**src/rtl/mem_stage_pkg.sv**
```systemverilog
// Shared types for the memory-access stage: FSM states, the data-memory base
// address and the MEM/WB register field bundle.
package mem_stage_pkg;

  localparam logic [31:0] MEM_BASE_DEFAULT = 32'd1024;

  typedef enum logic [1:0] {
    IDLE   = 2'd0,
    ACCESS = 2'd1,
    DONE   = 2'd2
  } state_t;

  typedef struct packed {
    logic        wb_en;
    logic        mem_r_en;
    logic [31:0] alu_result;
    logic [31:0] mem_read_value;
    logic [4:0]  dest;
    logic [31:0] pc;
  } memwb_t;

endpackage

```
**src/rtl/mem_wb_reg.sv**
```systemverilog
// MEM/WB pipeline register: loads when the stage is not frozen, otherwise
// inserts a bubble by clearing the control bits while the data fields hold.
module mem_wb_reg
  import mem_stage_pkg::*;
(
  input  logic   clk,
  input  logic   rst,
  input  logic   bubble,
  input  memwb_t d,
  output memwb_t q
);

  always_ff @(posedge clk or posedge rst) begin
    if (rst) begin
      q <= '0;
    end else if (bubble) begin
      q.wb_en    <= 1'b0;
      q.mem_r_en <= 1'b0;
    end else begin
      q <= d;
    end
  end

endmodule

```
**src/rtl/mem_stage.sv**
```systemverilog
// Memory-access pipeline stage: issues loads/stores over a req/ready handshake,
// freezes upstream while an access is outstanding, and feeds write-back.
module mem_stage
  import mem_stage_pkg::*;
#(
  parameter logic [31:0] MEM_BASE = MEM_BASE_DEFAULT,
  parameter int          ADDR_W   = 16
) (
  input  logic              clk,
  input  logic              rst,
  input  logic              WB_en_in,
  input  logic              MEM_R_EN_in,
  input  logic              MEM_W_EN_in,
  input  logic [31:0]       ALU_result_in,
  input  logic [31:0]       ST_val,
  input  logic [4:0]        Dest_in,
  input  logic [31:0]       PC_in,
  output logic              freeze,
  output logic              mem_req,
  output logic              mem_we,
  output logic [ADDR_W-1:0] mem_addr,
  output logic [31:0]       mem_wdata,
  input  logic [31:0]       mem_rdata,
  input  logic              mem_ready,
  output logic              WB_en,
  output logic              MEM_R_EN,
  output logic [31:0]       ALU_result,
  output logic [31:0]       Mem_read_value,
  output logic [31:0]       PC,
  output logic [4:0]        Dest
);

  state_t      state, next_state;
  logic        mem_op;
  logic        issue;
  logic        capture;
  logic [31:0] read_buf;
  memwb_t      wb_d, wb_q;

  assign mem_op = MEM_R_EN_in | MEM_W_EN_in;

  always_ff @(posedge clk or posedge rst) begin
    if (rst) state <= IDLE;
    else     state <= next_state;
  end

  always_comb begin
    next_state = state;
    case (state)
      IDLE:    if (mem_op) next_state = ACCESS;
      ACCESS:  if (mem_ready) next_state = DONE;
      DONE:    next_state = IDLE;
      default: next_state = IDLE;
    endcase
  end

  always_comb begin
    freeze  = 1'b0;
    issue   = 1'b0;
    capture = 1'b0;
    case (state)
      IDLE: begin
        freeze = mem_op;
        issue  = mem_op;
      end
      ACCESS: begin
        freeze  = 1'b1;
        capture = mem_ready;
      end
      default: ;
    endcase
  end

  // A load wins when both enables are set; the word address wraps to ADDR_W bits.
  always_ff @(posedge clk or posedge rst) begin
    if (rst) begin
      mem_req   <= 1'b0;
      mem_we    <= 1'b0;
      mem_addr  <= '0;
      mem_wdata <= '0;
      read_buf  <= '0;
    end else if (issue) begin
      mem_req   <= 1'b1;
      mem_we    <= MEM_W_EN_in & ~MEM_R_EN_in;
      mem_addr  <= ADDR_W'((ALU_result_in - MEM_BASE) >> 2);
      mem_wdata <= ST_val;
    end else if (capture) begin
      mem_req <= 1'b0;
      if (!mem_we) read_buf <= mem_rdata;
    end
  end

  always_comb begin
    wb_d                = '0;
    wb_d.wb_en          = WB_en_in;
    wb_d.mem_r_en       = MEM_R_EN_in;
    wb_d.alu_result     = ALU_result_in;
    wb_d.mem_read_value = read_buf;
    wb_d.dest           = Dest_in;
    wb_d.pc             = PC_in;
  end

  mem_wb_reg u_mem_wb_reg (
    .clk    (clk),
    .rst    (rst),
    .bubble (freeze),
    .d      (wb_d),
    .q      (wb_q)
  );

  assign WB_en          = wb_q.wb_en;
  assign MEM_R_EN       = wb_q.mem_r_en;
  assign ALU_result     = wb_q.alu_result;
  assign Mem_read_value = wb_q.mem_read_value;
  assign Dest           = wb_q.dest;
  assign PC             = wb_q.pc;

endmodule

```
**config.mk**
```make
export PLATFORM = sky130hd
export DESIGN_NAME = mem_stage
export DESIGN_NICKNAME = d
export VERILOG_FILES = /design/src/rtl/mem_stage_pkg.sv /design/src/rtl/mem_wb_reg.sv /design/src/rtl/mem_stage.sv
export SDC_FILE = /design/constraint.sdc
export NUM_CORES = 1
export LEC_CHECK = 0
export ABC_AREA = 1
export CAP_MARGIN = 20
export CORE_UTILIZATION = 44
export DETAILED_ROUTE_END_ITERATION = 6
export PLACE_DENSITY = 0.92
export SLEW_MARGIN = 25
export SYNTH_ARGS = -nofsm -noshare
export SYNTH_HDL_FRONTEND = slang
export SYNTH_HIERARCHICAL = 1
export SYNTH_SLANG_ARGS = --single-unit
```
**constraint.sdc**
```tcl
create_clock -name clk -period 3.9 [get_ports clk]
set_clock_uncertainty 0.1 [all_clocks]
set_input_delay 0.78 -clock clk [delete_from_list [all_inputs] [get_ports clk]]
set_output_delay 0.78 -clock clk [all_outputs]
set_load 0.02 [all_outputs]
```
Word level (Yosys, flattened, before mapping):

Index checks and enable logic that the tools add are counted.

* add/subtract/negate cells: 1
* equality and inequality tests: 3
* multiplexer cells: 9
* bitwise operators: 5
* reduce and logical (&&, ||, !) cells: 4

Operator list (number)
* subtractor 18 x 11 -> 18 bit (second input constant): 1
* 2-to-1 mux 2 bit: 3
* 2-to-1 mux 1 bit: 4
* != test 2 bit (second input constant): 2
* case mux 2 bit (2 select lines): 1
* NOT 1 bit: 3
* AND reduction 3 bit: 1
* equality test 2 x 1 -> 1 bit (second input constant): 1
* logical NOT 2 bit: 1
* case mux 1 bit (2 select lines): 1
* AND reduction 2 bit: 1
* nonzero test 2 bit: 1
* bitwise AND 1 bit: 1
* bitwise OR 1 bit: 1

* flip-flop bits (word level): 187
* bits of input ports: 139
* output and inout bits: 154
* logic and storage cells: 34

Longest topological paths before layout:

Gate-level depths: netlist of run 1.

* depth in word-level cells: 4
* mapped depth: 11
* depth with buffers taken out: 8

By module:

The synthesis of run 1 kept the hierarchy.

Modules (own cells, without submodules)
* mem_wb_reg: times used 1, cells an instance 435, area an instance 3933.8 sq um, sequential area each 2577.5 sq um
* mem_stage: times used 1, cells an instance 385, area an instance 3560.9 sq um, sequential area each 2102.0 sq um

Worst setup path after synthesis of run 1:

OpenSTA, ideal clock, no wires.

* path kind: in2out
* start: input port MEM_R_EN_in
* end: output port freeze
* arrival time: 1473 ps
* data required time: 3020 ps
* slack: 1547 ps
* stages: 4
* path buffers: 2
* cells stage by stage: o21ai_2 > buf_6 > buf_2 > nand2_1

* cells in the longest elaborated chain, start to end: 2

RTL lines
* from (decl): line mem_stage.sv:12 `input logic MEM_R_EN_in,`
* bitwise OR 1 bit: line mem_stage.sv:40 `assign mem_op = MEM_R_EN_in | MEM_W_EN_in;`
* case mux 1 bit (2 select lines): line mem_stage.sv:61 `case (state)`
* to (decl): line mem_stage.sv:18 `output logic freeze,`

Every way passes these cells.

Worst setup path in the final report of run 1:

Ends and elaborated chain as after synthesis.

==> results.sh, run 1 <==
export IMPL_coreArea_sq_um=16600
export IMPL_critical_path_class="input pin to output pin"
export IMPL_grt_max_degree=104
export IMPL_post_route_cells_drive_above_1_share=0.0711
export IMPL_report_final_slew_viol_count=0
export IMPL_floorplan_die_width_um=133
export IMPL_ir_worst_vdd_mv=1.68
export IMPL_worst_slew_pin_slew_ns=0.811
export IMPL_holdBufCountCts=0
export IMPL_cp_arrival_ns=2.10
export IMPL_synth_xor_xnor_area_share=0.00117
export IMPL_fillCellCount=1245
export IMPL_timing_max_cap_violations=0
export IMPL_cts_htree_levels=4
export IMPL_grt_use_met2=0.387
export IMPL_final_antenna_net_count=0
export IMPL_sw_frac_of_total=0.403
export IMPL_max_clock_path_buffers=2
export IMPL_synth_mux_area_fraction=0
export IMPL_path_clk_slew_ns=0.07
export IMPL_post_cts_repair_setup_buffers=0
export IMPL_dp_cells=1299
export IMPL_globalRouteOverflowTotal=0
export IMPL_finalSetupViolCount=0
export IMPL_cp_start_kind="input pin"
export IMPL_rsz0062_at_grt="no"
export IMPL_die_height_um=133
export IMPL_synthTopCellsByArea="dfrtp_1 62%, nand2_1 24%, o21ai_2 3.9%"
export IMPL_cts_tree="done"
export IMPL_netlist_area_leader_share=0.624
export IMPL_placementRows=47
export IMPL_fp_dieArea_sq_um=17600
export IMPL_worstSkewPairLatency_ns=0.42
export IMPL_post_route_period_util=0.765
export IMPL_synth_compound_area_share=0.0432
export IMPL_via_count=6276
export IMPL_cts_resized=0
export IMPL_port_buffers=292
export IMPL_synth_seq_cells=187
export IMPL_outcome="complete, no violations"
export IMPL_synth_fp_nets=960
export IMPL_area_growth_pct=47.2
export IMPL_place_ws_ns=0.873
export IMPL_hold_ws_ns=0.372
export IMPL_finalCriticalPeriod_ns=2.98
export IMPL_cts_buffers=17
export IMPL_dp_hpwl_mm=13.2
export IMPL_grt_usage=0.225
export IMPL_clockPowerShare=0.175
export IMPL_gpl_final_weighted_congestion=0.840
export IMPL_hp_class="flip-flop to flip-flop"
export IMPL_count_of_warnings_emitted_by_yosys=6
export IMPL_synth_sequential_area_ratio=0.624
export IMPL_power_frac_comb=0.481
export IMPL_timing_hold_violations_final=0
export IMPL_clock_sinks=187
export IMPL_power_density_nw_per_um2=883
export IMPL_path_max_fanout=3
export IMPL_drt_first_pass_iters=5
export IMPL_cellInternalPower_mw=5.81
export IMPL_wire_per_inst_um=14.5
export IMPL_synth_simple_gate_area_frac=0.257
export IMPL_gr_usage_met1=0.267
export IMPL_global_route_usage_met3=0.0533
export IMPL_nets=1238
export IMPL_fmaxAchievable_mhz=335
export IMPL_dr_first_iter_drc_count=346
export IMPL_routed_wirelength_mm=19.3
export IMPL_grt_pass1_vias=6325
export IMPL_dominant_combinational_cell_family_by_area_after_synthesis="simple AND/OR/NAND/NOR gates"
export IMPL_starting_density_of_the_core=0.452
export IMPL_diodes=0
export IMPL_power_net_switching_mw=3.93
export IMPL_first_pass_grt_wire_length_mm=30.9
export IMPL_avgSynthCellArea_sq_um=9.14
export IMPL_top_usage_layer="met2"
export IMPL_relSlewSlack=0.459
export IMPL_synthDistinctLibCells=21
export IMPL_endpoint_required_time_on_the_critical_path_ns=3.02
export IMPL_drt_drc_violations_left=0
export IMPL_syn_instance_count=820
export IMPL_top_level_ports=293
export IMPL_p_seq_frac=0.345
export IMPL_layoutNonFillerInstCount=1331
export IMPL_synth_top_area_cell="dfrtp_1"
export IMPL_setup_ws_ns=0.916
export IMPL_leakagePower_nw=5.56
export IMPL_clk_root_buffer_cell="clkbuf_16"
export IMPL_via_per_inst=4.72
export IMPL_number_of_antenna_violations_at_the_first_check_in_global_routing=0
export IMPL_synth_adder_area_share=0.00167
export IMPL_crit_path_end_kind="output pin"
export IMPL_setup_total_negative_slack_ns=0
export IMPL_syn_cell_area_sq_um=7490
==> power groups by stage <==
stage,sequential (mW),combinational [mW],clock (mW)
after global routing,3.47,5.07,1.82
final,3.36,4.68,1.70
after global placement,3.34,4.59,0
after CTS,3.36,4.74,1.75
after detailed placement,3.37,4.73,0
after floorplan,4.25,1.87,0
==> flip-flops by register name, indices dropped and copies added (netlist names) <==
register,count
mem_addr,16
mem_req,1
mem_wdata,32
mem_we,1
read_buf,32
state,2
u_mem_wb_reg/q,103
==> area by class of cell <==
class / instances / area (sq um) / share of cell area
tap: 220 / 275 / 0.0249
inverter: 50 / 198 / 0.0179
clock buffer: 22 / 484 / 0.0439
multi-input combinational: 544 / 2290 / 0.207
timing repair buffer: 298 / 3010 / 0.273
sequential: 187 / 4680 / 0.424
clock inverter: 10 / 104 / 0.00941
==> worst paths after layout <==
check | start | end | slack, ns | depth (start not counted)
max | MEM_R_EN_in | freeze | 0.92 | 4
min | read_buf[24] | u_mem_wb_reg/q[61] | 0.37 | 2
max reg2reg | state[0] | read_buf[31] | 1.65 | 7
min reg2reg | read_buf[24] | u_mem_wb_reg/q[61] | 0.37 | 2
max in group asynchronous | rst | u_mem_wb_reg/q[29] | 2.17 | 3
min in group asynchronous | rst | u_mem_wb_reg/q[72] | 0.80 | 2
==> cell usage in the layout (no fill, tap or decap), types with 4 or more instances in the layout <==
cell type,instances
inv_1,46
dfrtp_1,187
clkbuf_8,4
clkdlybuf4s50_1,292
clkbuf_16,17
nand3_1,8
o21ai_0,6
nand2_1,478
inv_6,5
o21ai_2,32
nor2_1,10
==> routing by layer <==
layer	part of all wire	wire [um]	vias up
met1	0.40	7690	2939
met5	0	0	-
met2	0.50	9690	282
met4	0.031	601	0
met3	0.067	1290	46
li1	-	-	3009
==> Yosys cell counts <==
master / number
nor2_4: 1
buf_6: 22
nand3_1: 8
nand2_2: 1
nor2_1: 10
buf_4: 8
nand4_1: 1
xor2_1: 1
clkbuf_1: 1
dfrtp_1: 187
inv_2: 1
inv_6: 1
a21oi_1: 1
o21ai_2: 33
nand2_1: 479
nand3b_4: 1
inv_1: 48
o21ai_0: 6
nor2_2: 1
buf_2: 8
ha_1: 1
==> kinds of logic (layout without fill, tap and decap cells) <==
group           Yosys count  in the layout
simple gates            502            502
flops                   187            187
buf+inv                  89            380
compound gates           40             40
fa+ha+maj                 1              1
xor+xnor                  1              1
==> stage by stage <==
step	power [mW]	instance area [sq um]	utilization
after detailed placement	8.10	10400	0.630
final	9.74	11000	0.665
after floorplan	6.12	7490	-
after CTS	9.85	11000	0.665
after global routing	10.4	11000	0.665
after global placement	7.93	10400	0.630
==> critical path: stages <==
cell,delay [ns]
clkdlybuf4s50_1,0.54
o21ai_4,0.09
nand2_4,0.08
clkdlybuf4s50_1,0.60
Note: power is estimated with default switching activity, not from simulation.
==> inputs of run 2 (changes only) <==
--- a/config.mk
+++ b/config.mk
@@ -7,9 +7,9 @@
 export LEC_CHECK = 0
 export ABC_AREA = 1
 export CAP_MARGIN = 20
-export CORE_UTILIZATION = 44
+export CORE_UTILIZATION = 40
 export DETAILED_ROUTE_END_ITERATION = 6
-export PLACE_DENSITY = 0.92
+export PLACE_DENSITY = 0.88
 export SLEW_MARGIN = 25
 export SYNTH_ARGS = -nofsm -noshare
 export SYNTH_HDL_FRONTEND = slang
==> constraint.sdc (replaced) <==
create_clock -name clk -period 2.7 [get_ports clk]
set_clock_uncertainty 0.1 [all_clocks]
set_input_delay 0.54 -clock clk [delete_from_list [all_inputs] [get_ports clk]]
set_output_delay 0.54 -clock clk [all_outputs]
set_load 0.02 [all_outputs]
==> results.sh, run 2 (synthesized netlist as in run 1, its figures left out) <==
export IMPL_starting_density_of_the_core=0.413
export IMPL_port_buffers=292
export IMPL_via_count=6187
export IMPL_max_clock_path_buffers=2
export IMPL_cp_start_kind="input pin"
export IMPL_post_cts_repair_setup_buffers=0
export IMPL_postLayoutCellArea_sq_um=11100
export IMPL_grt_usage=0.211
export IMPL_via_per_inst=4.61
export IMPL_drt_first_pass_iters=7
export IMPL_path_max_fanout=3
export IMPL_largest_reg_flops=103
export IMPL_clk_root_buffer_cell="clkbuf_16"
export IMPL_endpoint_required_time_on_the_critical_path_ns=2.06
export IMPL_hp_class="flip-flop to flip-flop"
export IMPL_rrSetupSlack_ns=0.73
export IMPL_cts_tree="done"
export IMPL_worstRegToRegCells=7
export IMPL_worstHoldEndpoint="u_mem_wb_reg/q[49]"
export IMPL_gpl_final_weighted_congestion=0.833
export IMPL_final_antenna_net_count=0
export IMPL_routed_wirelength_mm=19.5
export IMPL_finalCriticalPeriod_ns=2.48
export IMPL_hold_depth=2
export IMPL_first_pass_grt_wire_length_mm=32.2
export IMPL_top_level_ports=293
export IMPL_setup_total_negative_slack_ns=0
export IMPL_dp_cells=1312
export IMPL_post_route_period_util=0.919
export IMPL_critical_path_class="input pin to output pin"
export IMPL_path_clk_slew_ns=0.07
export IMPL_clock_sinks=187
export IMPL_leakagePower_nw=5.60
export IMPL_worstSkewPairLatency_ns=0.41
export IMPL_placementRows=49
export IMPL_fp_dieArea_sq_um=19300
export IMPL_timing_hold_violations_final=0
export IMPL_coreArea_sq_um=18100
export IMPL_hold_ws_ns=0.368
export IMPL_relSlewSlack=0.581
export IMPL_power_density_nw_per_um2=1290
export IMPL_drt_drc_violations_left=25
export IMPL_ir_worst_vdd_mv=0.764
export IMPL_cts_resized=0
export IMPL_violations="DRC"
export IMPL_wire_per_inst_um=14.5
export IMPL_fmaxAchievable_mhz=403
export IMPL_cts_buffers=17
export IMPL_layout_common_cells="478 x nand2_1, 292 x clkdlybuf4s50_1, 187 x dfrtp_1"
export IMPL_outcome="complete, but fails checks"
export IMPL_post_route_cells_drive_above_1_share=0.0745
export IMPL_number_of_antenna_violations_at_the_first_check_in_global_routing=0
export IMPL_dr_first_iter_drc_count=331
export IMPL_cts_htree_levels=4
export IMPL_diodes=0
export IMPL_grt_max_degree=102
export IMPL_grt_pass1_vias=6303
export IMPL_hold_path_startpoint="read_buf[12]"
export IMPL_dp_hpwl_mm=13.8
export IMPL_layoutNonFillerInstCount=1343
export IMPL_nets=1242
export IMPL_worstReg2RegStart="state[0]"
export IMPL_die_height_um=139
export IMPL_report_final_slew_viol_count=0
export IMPL_worst_slew_pin_slew_ns=0.628
export IMPL_cp_arrival_ns=1.84
export IMPL_reg_top3="u_mem_wb_reg/q x103, mem_wdata x32, read_buf x32"
export IMPL_postPlaceCellArea_sq_um=10500
export IMPL_area_growth_pct=48.6
export IMPL_rsz0062_at_grt="no"
export IMPL_floorplan_die_width_um=139
export IMPL_globalRouteOverflowTotal=0
export IMPL_top_register="u_mem_wb_reg/q"
export IMPL_crit_path_end_kind="output pin"
export IMPL_layout_commonest_cell="nand2_1"
export IMPL_finalSetupViolCount=0
export IMPL_worst_r2r_endpoint="u_mem_wb_reg/q[64]"
export IMPL_holdBufCountCts=0
export IMPL_timing_max_cap_violations=0
-- run 2: cell types whose count changed in the layout (fill, tap and decap cells not counted), moves of 2 or more --
cell	change
clkinv_4	-2
buf_4	+4
clkbuf_8	-2
bufinv_16	+3
clkinvlp_4	+2
-- run 2: power by group --
group	leakage (nW)	internal [mW]	switching, mW
logic	2.97	2.90	3.93
registers	2.32	4.14	0.720
clock network	0.312	1.61	1.06
total	5.60	8.65	5.71
-- run 2: worst max-delay path, stage by stage --
cell and delay, ns:
clkdlybuf4s50_1 0.55, o21ai_4 0.09, nand2_4 0.06, clkdlybuf4s50_1 0.60
-- run 2: layout make-up --
class | instances | area, sq um
Fill cell | 1529 | 7010
Sequential cell | 187 | 4680
Timing Repair Buffer | 302 | 3050
Multi-Input combinational cell | 544 | 2290
Clock buffer | 19 | 453
Tap cell | 229 | 287
Inverter | 50 | 201
Clock inverter | 12 | 184
-- run 2: per-layer routing --
metal | GRT usage | part of all wire | vias to the layer above | wire length (um)
li1 | - | - | 3032 | -
met1 | 0.262 | 0.42 | 2904 | 8130
met2 | 0.359 | 0.49 | 227 | 9610
met3 | 0.0590 | 0.073 | 24 | 1430
met4 | 0.0649 | 0.017 | 0 | 335
met5 | 0 | 0 | - | 0
-- run 2: worst max path at each step --
| stage | from | to | cells after the start |
|---|---|---|---|
| after global placement | MEM_R_EN_in | freeze | 4 |
| after CTS | MEM_R_EN_in | freeze | 4 |
| final | MEM_R_EN_in | freeze | 4 |
| after global routing | MEM_R_EN_in | freeze | 4 |
| after detailed placement | MEM_R_EN_in | u_mem_wb_reg/q[35] | 7 |
| after floorplan | MEM_R_EN_in | u_mem_wb_reg/q[56] | 9 |
-- run 2: metrics by stage --
stage | setup slack [ns] | util | power (mW)
2_1_floorplan | 0.651 | - | 8.84
5_1_grt | 0.173 | 0.614 | 15.3
3_3_place_gp | 0.232 | 0.579 | 11.6
4_1_cts | 0.214 | 0.614 | 14.5
6_report | 0.219 | 0.614 | 14.4
3_5_place_dp | 0.201 | 0.579 | 11.8
